$ cat config.mk
export PLATFORM = sky130hd
export DESIGN_NAME = ifetch_ctrl
export DESIGN_NICKNAME = d
export VERILOG_FILES = /design/src/rtl/ifetch_pkg.sv /design/src/rtl/ifetch_queue.sv /design/src/rtl/ifetch_ctrl.sv
export SDC_FILE = /design/constraint.sdc
export NUM_CORES = 1
export LEC_CHECK = 0
export CORE_MARGIN = 3
export CORE_UTILIZATION = 37
export CTS_CLUSTER_DIAMETER = 30
export DETAILED_ROUTE_END_ITERATION = 12
export SLEW_MARGIN = 20
export SYNTH_ARGS = -nofsm -noshare
export SYNTH_HDL_FRONTEND = slang
export SYNTH_SLANG_ARGS = --single-unit
export TNS_END_PERCENT = 50
$ cat constraint.sdc
create_clock -name clk -period 4.55 [get_ports clk]
set_clock_uncertainty 0.2 [all_clocks]
set_input_delay 1.365 -clock clk [delete_from_list [all_inputs] [get_ports clk]]
set_output_delay 1.365 -clock clk [all_outputs]
set_load 0.1 [all_outputs]
$ cat src/rtl/ifetch_pkg.sv
// Shared types for the instruction-fetch controller: FSM states, port-grant owner,
// queue entry layout and the PC increment.
package ifetch_pkg;

  typedef enum logic [1:0] {
    RUN    = 2'd0,
    DRAIN  = 2'd1,
    HALTED = 2'd2
  } state_e;

  typedef enum logic {
    G_FETCH = 1'b0,
    G_DBG   = 1'b1
  } grant_e;

  typedef struct packed {
    logic [31:0] pc;
    logic [31:0] instr;
  } q_entry_t;

  localparam logic [31:0] PC_STEP = 32'd4;

endpackage

$ cat src/rtl/ifetch_queue.sv
// Two-entry shift FIFO of fetched {pc, instr}; head is registered, zero-latency push-to-head.
// Push+pop at any count is legal; push into a full queue without pop is dropped; flush wins.
module ifetch_queue
  import ifetch_pkg::*;
#(
  parameter int DEPTH = 2
) (
  input  logic                           clk,
  input  logic                           reset_n,
  input  logic                           push,
  input  q_entry_t                       push_data,
  input  logic                           pop,
  input  logic                           flush,
  output q_entry_t                       head,
  output logic [$clog2(DEPTH+1)-1:0]     count
);

  localparam int CW = $clog2(DEPTH + 1);
  localparam logic [CW-1:0] FULL_C = CW'(DEPTH);
  localparam logic [CW-1:0] ONE_C  = CW'(1);

  q_entry_t        ent0_q, ent0_d;
  q_entry_t        ent1_q, ent1_d;
  logic [CW-1:0]   count_q, count_d;
  logic            do_pop;
  logic            do_push;

  assign do_pop  = pop && (count_q != '0);
  assign do_push = push && ((count_q < FULL_C) || do_pop);

  always_comb begin
    ent0_d  = ent0_q;
    ent1_d  = ent1_q;
    count_d = count_q;
    if (flush) begin
      count_d = '0;
    end else begin
      case ({do_push, do_pop})
        2'b10: begin
          if (count_q == '0) ent0_d = push_data;
          else               ent1_d = push_data;
          count_d = count_q + ONE_C;
        end
        2'b01: begin
          ent0_d  = ent1_q;
          count_d = count_q - ONE_C;
        end
        2'b11: begin
          // Count is unchanged; a lone entry is replaced, a full queue shifts.
          if (count_q == ONE_C) begin
            ent0_d = push_data;
          end else begin
            ent0_d = ent1_q;
            ent1_d = push_data;
          end
        end
        default: ;
      endcase
    end
  end

  always_ff @(posedge clk or negedge reset_n) begin
    if (!reset_n) begin
      ent0_q  <= '0;
      ent1_q  <= '0;
      count_q <= '0;
    end else begin
      ent0_q  <= ent0_d;
      ent1_q  <= ent1_d;
      count_q <= count_d;
    end
  end

  assign head  = ent0_q;
  assign count = count_q;

endmodule

$ cat src/rtl/ifetch_ctrl.sv
// Fetch controller: owns the PC, arbitrates the imem read port between fetch and debug, and feeds
// decode from a 2-entry queue; fetch-to-output 1 cycle, fetch stalls when the queue is full and not popped.
module ifetch_ctrl
  import ifetch_pkg::*;
#(
  parameter logic [31:0] RESET_PC = 32'h0000_0000,
  parameter int          QDEPTH   = 2
) (
  input  logic        clk,
  input  logic        reset_n,
  output logic [31:0] imem_addr,
  input  logic [31:0] imem_rdata,
  output logic        out_valid,
  input  logic        out_ready,
  output logic [31:0] out_instr,
  output logic [31:0] out_pc,
  input  logic        redirect_valid,
  input  logic [31:0] redirect_pc,
  input  logic        halt,
  output logic        halted,
  input  logic        dbg_req,
  input  logic [31:0] dbg_addr,
  output logic        dbg_ack,
  output logic [31:0] dbg_rdata
);

  localparam int CW = $clog2(QDEPTH + 1);
  localparam logic [CW-1:0] QFULL_C = CW'(QDEPTH);
  localparam logic [CW-1:0] ONE_C   = CW'(1);

  state_e        state_q, state_d;
  grant_e        last_grant_q, last_grant_d;
  logic [31:0]   pc_q, pc_d;
  logic          dbg_ack_q, dbg_ack_d;
  logic [31:0]   dbg_rdata_q, dbg_rdata_d;

  q_entry_t      q_head;
  q_entry_t      q_push_data;
  logic [CW-1:0] q_count;

  logic          pop;
  logic          fetch_want;
  logic          dbg_want;
  logic          grant_fetch;
  logic          grant_dbg;
  logic          drain_empty;
  logic          unused_rpc_lsbs;

  assign unused_rpc_lsbs = ^redirect_pc[1:0];

  assign out_valid  = (q_count != '0);
  assign pop        = out_valid & out_ready;
  assign fetch_want = (state_q == RUN) & ~redirect_valid & ((q_count < QFULL_C) | pop);
  assign dbg_want   = dbg_req & ~dbg_ack_q;

  // Last-grant only moves on contested cycles, so contention strictly alternates.
  always_comb begin
    grant_fetch  = 1'b0;
    grant_dbg    = 1'b0;
    last_grant_d = last_grant_q;
    if (fetch_want && dbg_want) begin
      if (last_grant_q == G_FETCH) begin
        grant_dbg    = 1'b1;
        last_grant_d = G_DBG;
      end else begin
        grant_fetch  = 1'b1;
        last_grant_d = G_FETCH;
      end
    end else begin
      grant_fetch = fetch_want;
      grant_dbg   = dbg_want;
    end
  end

  assign imem_addr   = grant_dbg ? dbg_addr : pc_q;
  assign q_push_data = '{pc: pc_q, instr: imem_rdata};

  always_comb begin
    pc_d        = pc_q;
    dbg_ack_d   = grant_dbg;
    dbg_rdata_d = dbg_rdata_q;
    if (redirect_valid) begin
      pc_d = {redirect_pc[31:2], 2'b00};
    end else if (grant_fetch) begin
      pc_d = pc_q + PC_STEP;
    end
    if (grant_dbg) begin
      dbg_rdata_d = imem_rdata;
    end
  end

  // No fetches are issued outside RUN, so only pops and flushes can empty the queue.
  assign drain_empty = redirect_valid | (q_count == '0) | ((q_count == ONE_C) & pop);

  always_comb begin
    state_d = state_q;
    case (state_q)
      RUN: begin
        if (halt) state_d = DRAIN;
      end
      DRAIN: begin
        if (!halt)            state_d = RUN;
        else if (drain_empty) state_d = HALTED;
      end
      HALTED: begin
        if (!halt) state_d = RUN;
      end
      default: state_d = RUN;
    endcase
  end

  always_ff @(posedge clk or negedge reset_n) begin
    if (!reset_n) begin
      state_q      <= RUN;
      last_grant_q <= G_FETCH;
      pc_q         <= RESET_PC;
      dbg_ack_q    <= 1'b0;
      dbg_rdata_q  <= '0;
    end else begin
      state_q      <= state_d;
      last_grant_q <= last_grant_d;
      pc_q         <= pc_d;
      dbg_ack_q    <= dbg_ack_d;
      dbg_rdata_q  <= dbg_rdata_d;
    end
  end

  ifetch_queue #(
    .DEPTH(QDEPTH)
  ) u_queue (
    .clk       (clk),
    .reset_n   (reset_n),
    .push      (grant_fetch),
    .push_data (q_push_data),
    .pop       (pop),
    .flush     (redirect_valid),
    .head      (q_head),
    .count     (q_count)
  );

  assign out_pc    = q_head.pc;
  assign out_instr = q_head.instr;
  assign halted    = (state_q == HALTED);
  assign dbg_ack   = dbg_ack_q;
  assign dbg_rdata = dbg_rdata_q;

endmodule

Yosys cells after proc, flatten, opt, wreduce, memory -nomap -nowiden
Index checks and enable logic that the tools add are counted.

word-level totals
  flip-flop bits (word level) = 198
  bits of input ports = 102
  output and inout port bits = 131
  word-level logic and storage cells = 70

cells by class
  add/sub/neg operators = 3
  $lt $le $gt $ge = 1
  equality and inequality tests = 12
  multiplexer cells = 20
  bitwise operators = 10
  reductions and logical operators = 14

operators with widths
  operator                                            number
  2-to-1 mux 64 bit                                   4
  one-hot mux 64 bit (3 select lines)                 1
  one-hot mux 64 bit (2 select lines)                 1
  2-to-1 mux 32 bit                                   3
  adder 32 x 3 -> 32 bit (second input constant)      1
  2-to-1 mux 2 bit                                    5
  inequality test 2 bit (second input constant)       5
  == test 2 x 1 -> 1 bit (second input constant)      3
  == test 2 bit (second input constant)               3
  one-hot mux 2 bit (3 select lines)                  1
  AND reduction 3 bit                                 2
  nonzero test 2 bit                                  3
  nonzero test 3 bit                                  2
  bitwise AND 1 bit                                   5
  logical NOT 2 bit                                   2
  2-to-1 mux 1 bit                                    4
  one-hot mux 2 bit (2 select lines)                  1
  AND reduction 4 bit                                 1
  logical AND 1 bit                                   3
  inequality test 3 bit (second input constant)       1
  OR 1 bit                                            3
  adder 2 x 1 -> 2 bit (second input constant)        1
  less-than comparator 2 bit (second input constant)  1
  NOT 1 bit                                           2
  other kinds (2)                                     2

Logic depth before layout (Yosys ltp)
  depth after elaboration = 10
  mapped depth = 11

Modules after synthesis
Synthesis repeated with hierarchy kept, for this count alone.

unflattened totals
  cell total of the unflattened synthesis = 757
  area, all modules = 9112.5 µm²

modules (own cells, without submodules)
  module        instances  cells each  area each (µm²)
  ifetch_queue  1          433         5464.0
  ifetch_ctrl   1          324         3648.5

Worst setup path before layout
OpenSTA, ideal clock, no wires.

  path kind = input -> output
  start = input redirect_valid
  end = output imem_addr[27]
  arrival = 4.538 ns
  required time = 2.985 ns
  setup slack = -1.553 ns
  stages on the path = 6
  cells stage by stage = or3_1 a21oi_1 a21o_1 clkinv_1 clkbuf_1 o21ai_0

between the ends
  cells in the longest elaborated chain, start to end = 6

ends and longest elaborated chain
  what                            line               source
  from (decl)                     ifetch_ctrl.sv:17  input logic redirect_valid,
  NOT 1 bit (no source line)      n/a
  bitwise AND 1 bit (2 in a row)  ifetch_ctrl.sv:53  assign fetch_want = (state_q == RUN) & ~redirect_valid & ((q_count < QFULL_C) | pop);
  logical AND 1 bit               ifetch_ctrl.sv:61  if (fetch_want && dbg_want) begin
  2-to-1 mux 1 bit                ifetch_ctrl.sv:61
  2-to-1 mux 32 bit               ifetch_ctrl.sv:75  assign imem_addr = grant_dbg ? dbg_addr : pc_q;
  to (decl)                       ifetch_ctrl.sv:11  output logic [31:0] imem_addr,

Every way passes these cells.

Worst setup path after layout
  start = input dbg_req
  end = output imem_addr[18]

between the ends
  cells in the longest elaborated chain, start to end = 4

ends and longest elaborated chain
  what                 line               source
  from (decl)          ifetch_ctrl.sv:21  input logic dbg_req,
  bitwise AND 1 bit *  ifetch_ctrl.sv:54  assign dbg_want = dbg_req & ~dbg_ack_q;
  logical AND 1 bit    ifetch_ctrl.sv:61
  2-to-1 mux 1 bit *   ifetch_ctrl.sv:61
  2-to-1 mux 32 bit *  ifetch_ctrl.sv:75

Every way passes the cells marked *; elsewhere a longest branch is shown, timed or not.

==> impl_results.md <==
- Status: finished, final reports clean
- Worst path required time: about 3000 ps
- Yosys top cell by area: dfrtp_1
- Synth unique cells: 53
- Worst-Skew Late Latency: 440 ps
- Final wirelength: ~26 mm
- Worst slew pin tran: 1060 ps
- Count leader, synth: nand2_1
- #FFs+latches synth: slightly below 200
- Top_reg_cell synth: dfrtp_1
- Vias in the first global route: between 7000 and 8000
- Site row count: 55
- Final setup violating endpoints: 0
- CP max FO: 21
- CTS Buf Count: 17
- Final hold vios: 0
- Routed WL per cell: 18.2 um
- Netlist Area Pre-Place: a little under 0.009 mm2
- Die X-Extent: 159 um
- Largest net degree at the start of global routing: 80
- Max Buffers Root-to-Sink: 2
- Worst slew margin: between 20% and 30%
- Diode count: 0
- TritonCTS Sinks: approximately 190
- CP dominant cell by count: buf_12
- DP Area: about 0.012 mm2
- DRT Pass-1 Iters: 4
- Critical Path Sink Type: output port
- IO buf count: 230
- Initial antenna violation count: 0
- RSZ-0062 raised after global routing: no
- Critical Path Start Type: input port
- Vias: 7340
- Reg2Reg Depth: 7
- Critical R2R Capture: pc_q[25]
- Hold_sp: dbg_rdata[6]
- Place WS: -64.8 ps
- Fmax: around 220 MHz
- Setup Crit Path Kind: input port to output port
- Drc violations: 0
- Synth area leaders: dfrtp_1 (55%), nand2_1 (11%), mux2_2 (8.0%)
- Crit path time final: about 4500 ps
- Worst R2R Setup Slack: 1800 ps
- Post-route cell area: between 0.01 and 0.015 mm2
- Ports: around 230
- GRT Total Usage: 20.8%
- EDFF count, synth: 0
- Total gr overflow: 0
- Filler instances: between 2000 and 2500
- Sequential area share after synthesis: between 50% and 60%
- Die Ht: about 160 um
- Hold Path End: dbg_rdata[6]
- Post-route ant nets: 0
- CTS root buf: clkbuf_16
- Crit path DAT: roughly 2900 ps
- Ys Warns: 0
- Worst r2r src: u_queue.count[1]
- Syn_nets: ~1000
- Avg Cell Area, Syn: between 9 and 10 um2
- Mapped Cells: 900
- Crit path max-delay family: buffers and inverters
- Bufs and invs on worst path: 4
- Core area: between 0.02 and 0.025 mm2
- CP max stage cell: clkdlybuf4s50_1
- Synth top cells by count: nand2_1 (249), dfrtp_1 (193), nor2_1 (106)
- Share of cells above drive strength 1: approximately a fifth
- Min-delay worst type: flip-flop to flip-flop
- Hold-critical path depth: 2
- Nets: 1221
- Die ar.: about 0.025 mm2
- H-tree depth: 4
- Vias per inst: 5.09
- Hpwl dp: 17.9 mm
- Final Slew Violations: 0
- Top-area cell type share of the netlist area: ~55%
- Critical Path Start: dbg_req
- FFs w/ async S/R, synth: 100%
- CTS tree: yes
- Worst path max stage delay: roughly 500 ps
- First-pass GRT wire length: around 42 mm
- Global placer's final weighted congestion: ~0.78
- Clock transition at path regs: 80 ps
- Max-cap violations: 0
- Starting Density: around 38%
- Critical-path cell list: clkdlybuf4s50_1, nand2b_1, a21o_4, inv_4, buf_12, nand2_1, o21ai_4, buf_12
- CTS Hold Buffers Added: 0
- Initial DRC count: roughly 440
- Final period util: a little over nine tenths
- Area Overhead vs Synth: 45.4%
- PnR worst setup slack: slightly below 90 ps
worst max path at each step:
| stage | endpoint | slack (ps) | cells after the start |
|---|---|---|---|
| 2_1_floorplan | imem_addr[31] | -70 | 8 |
| 3_3_place_gp | imem_addr[16] | -40 | 8 |
| 3_5_place_dp | imem_addr[5] | -60 | 9 |
| 4_1_cts | imem_addr[5] | 70 | 8 |
| 5_1_grt | imem_addr[18] | 20 | 8 |
| 6_report | imem_addr[18] | 90 | 8 |
state kept, by name, summed over array words and instances (netlist names):
register,count
u_queue.head,63
state_q,2
dbg_rdata,32
dbg_ack,1
u_queue.ent1_q,62
last_grant_q,1
u_queue.count,2
pc_q,30
layer usage:
| layer | part of all wire, % | vias up | track usage (%) |
|---|---|---|---|
| met5 | 0 | - | 0 |
| met4 | 1.0 | 0 | 4.34 |
| met3 | 6.4 | 22 | 6.30 |
| met2 | 48 | 187 | 33.6 |
| met1 | 45 | 3619 | 27.7 |
| li1 | - | 3512 | - |
tightest hold or removal path, cell delays in order (launching register included):
cell	delay, ps
dfrtp_1	350
nand2_1	50
nand2_1	60
cells by family (layout without fill, tap and decap cells):
family	Yosys count	count (layout)	synth area share, %
flops	193	193	55.5
fa+ha+maj	3	3	0.431
xor+xnor	19	19	1.91
buf+inv	69	298	3.29
simple gates	435	435	21.0
mux	63	63	8.13
compound gates	118	118	9.76
repair_timing:
action	CTS	global route
endpoints found under the setup margin	32	0
resized for setup	4	0
buffers inserted	1	0
cells in the final DEF, fill, tap and decap left out, types with 2 or more instances in the layout:
| cell type | n |
|---|---|
| nor4b_1 | 2 |
| o311ai_0 | 9 |
| clkinv_8 | 7 |
| and4_1 | 3 |
| inv_8 | 4 |
| nand2_2 | 3 |
| o221a_2 | 14 |
| buf_12 | 39 |
| inv_6 | 2 |
| nand4_1 | 8 |
| xor2_1 | 6 |
| or4_1 | 2 |
| nor4_1 | 6 |
| dfrtp_1 | 193 |
| mux2_2 | 62 |
| nand2_1 | 227 |
| nor3_1 | 5 |
| o311ai_1 | 2 |
| nor2_1 | 105 |
| or3_1 | 3 |
| nand2b_1 | 2 |
| and3_1 | 7 |
| and2_1 | 2 |
| xnor2_1 | 13 |
| nand3_1 | 25 |
| ha_1 | 3 |
| nand2_4 | 20 |
| and2_2 | 2 |
| buf_4 | 20 |
| o21ai_0 | 17 |
| o211ai_1 | 12 |
| inv_1 | 8 |
| nor2b_1 | 5 |
| clkdlybuf4s50_1 | 193 |
| o22ai_1 | 48 |
| o21ai_4 | 5 |
| clkbuf_16 | 17 |
through the flow:
stage / hold WS (ps) / util [%] / TNS (ps) / std cells
3_5_place_dp: 261 / 52.2 / -448 / 1407
2_1_floorplan: 277 / - / -330 / 900
4_1_cts: 281 / 55.2 / 0 / 1442
3_3_place_gp: 257 / 52.2 / -250 / 1407
5_1_grt: 297 / 55.2 / 0 / 1442
6_report: 276 / 55.2 / 0 / 1442
cell type report:
| cell class | instances | area, um2 | share of cell area, % |
|---|---|---|---|
| sequential | 193 | 4830 | 38.1 |
| inverter | 9 | 36.3 | 0.287 |
| clock inverter | 15 | 193 | 1.52 |
| multi-input combinational | 638 | 3830 | 30.3 |
| clock buffer | 17 | 425 | 3.36 |
| tap | 313 | 392 | 3.09 |
| timing repair buffer | 257 | 2950 | 23.3 |
Power is left out: the tool's default activity adds up to more than one toggle a clock period on the data nets, which glitch-free logic cannot reach.
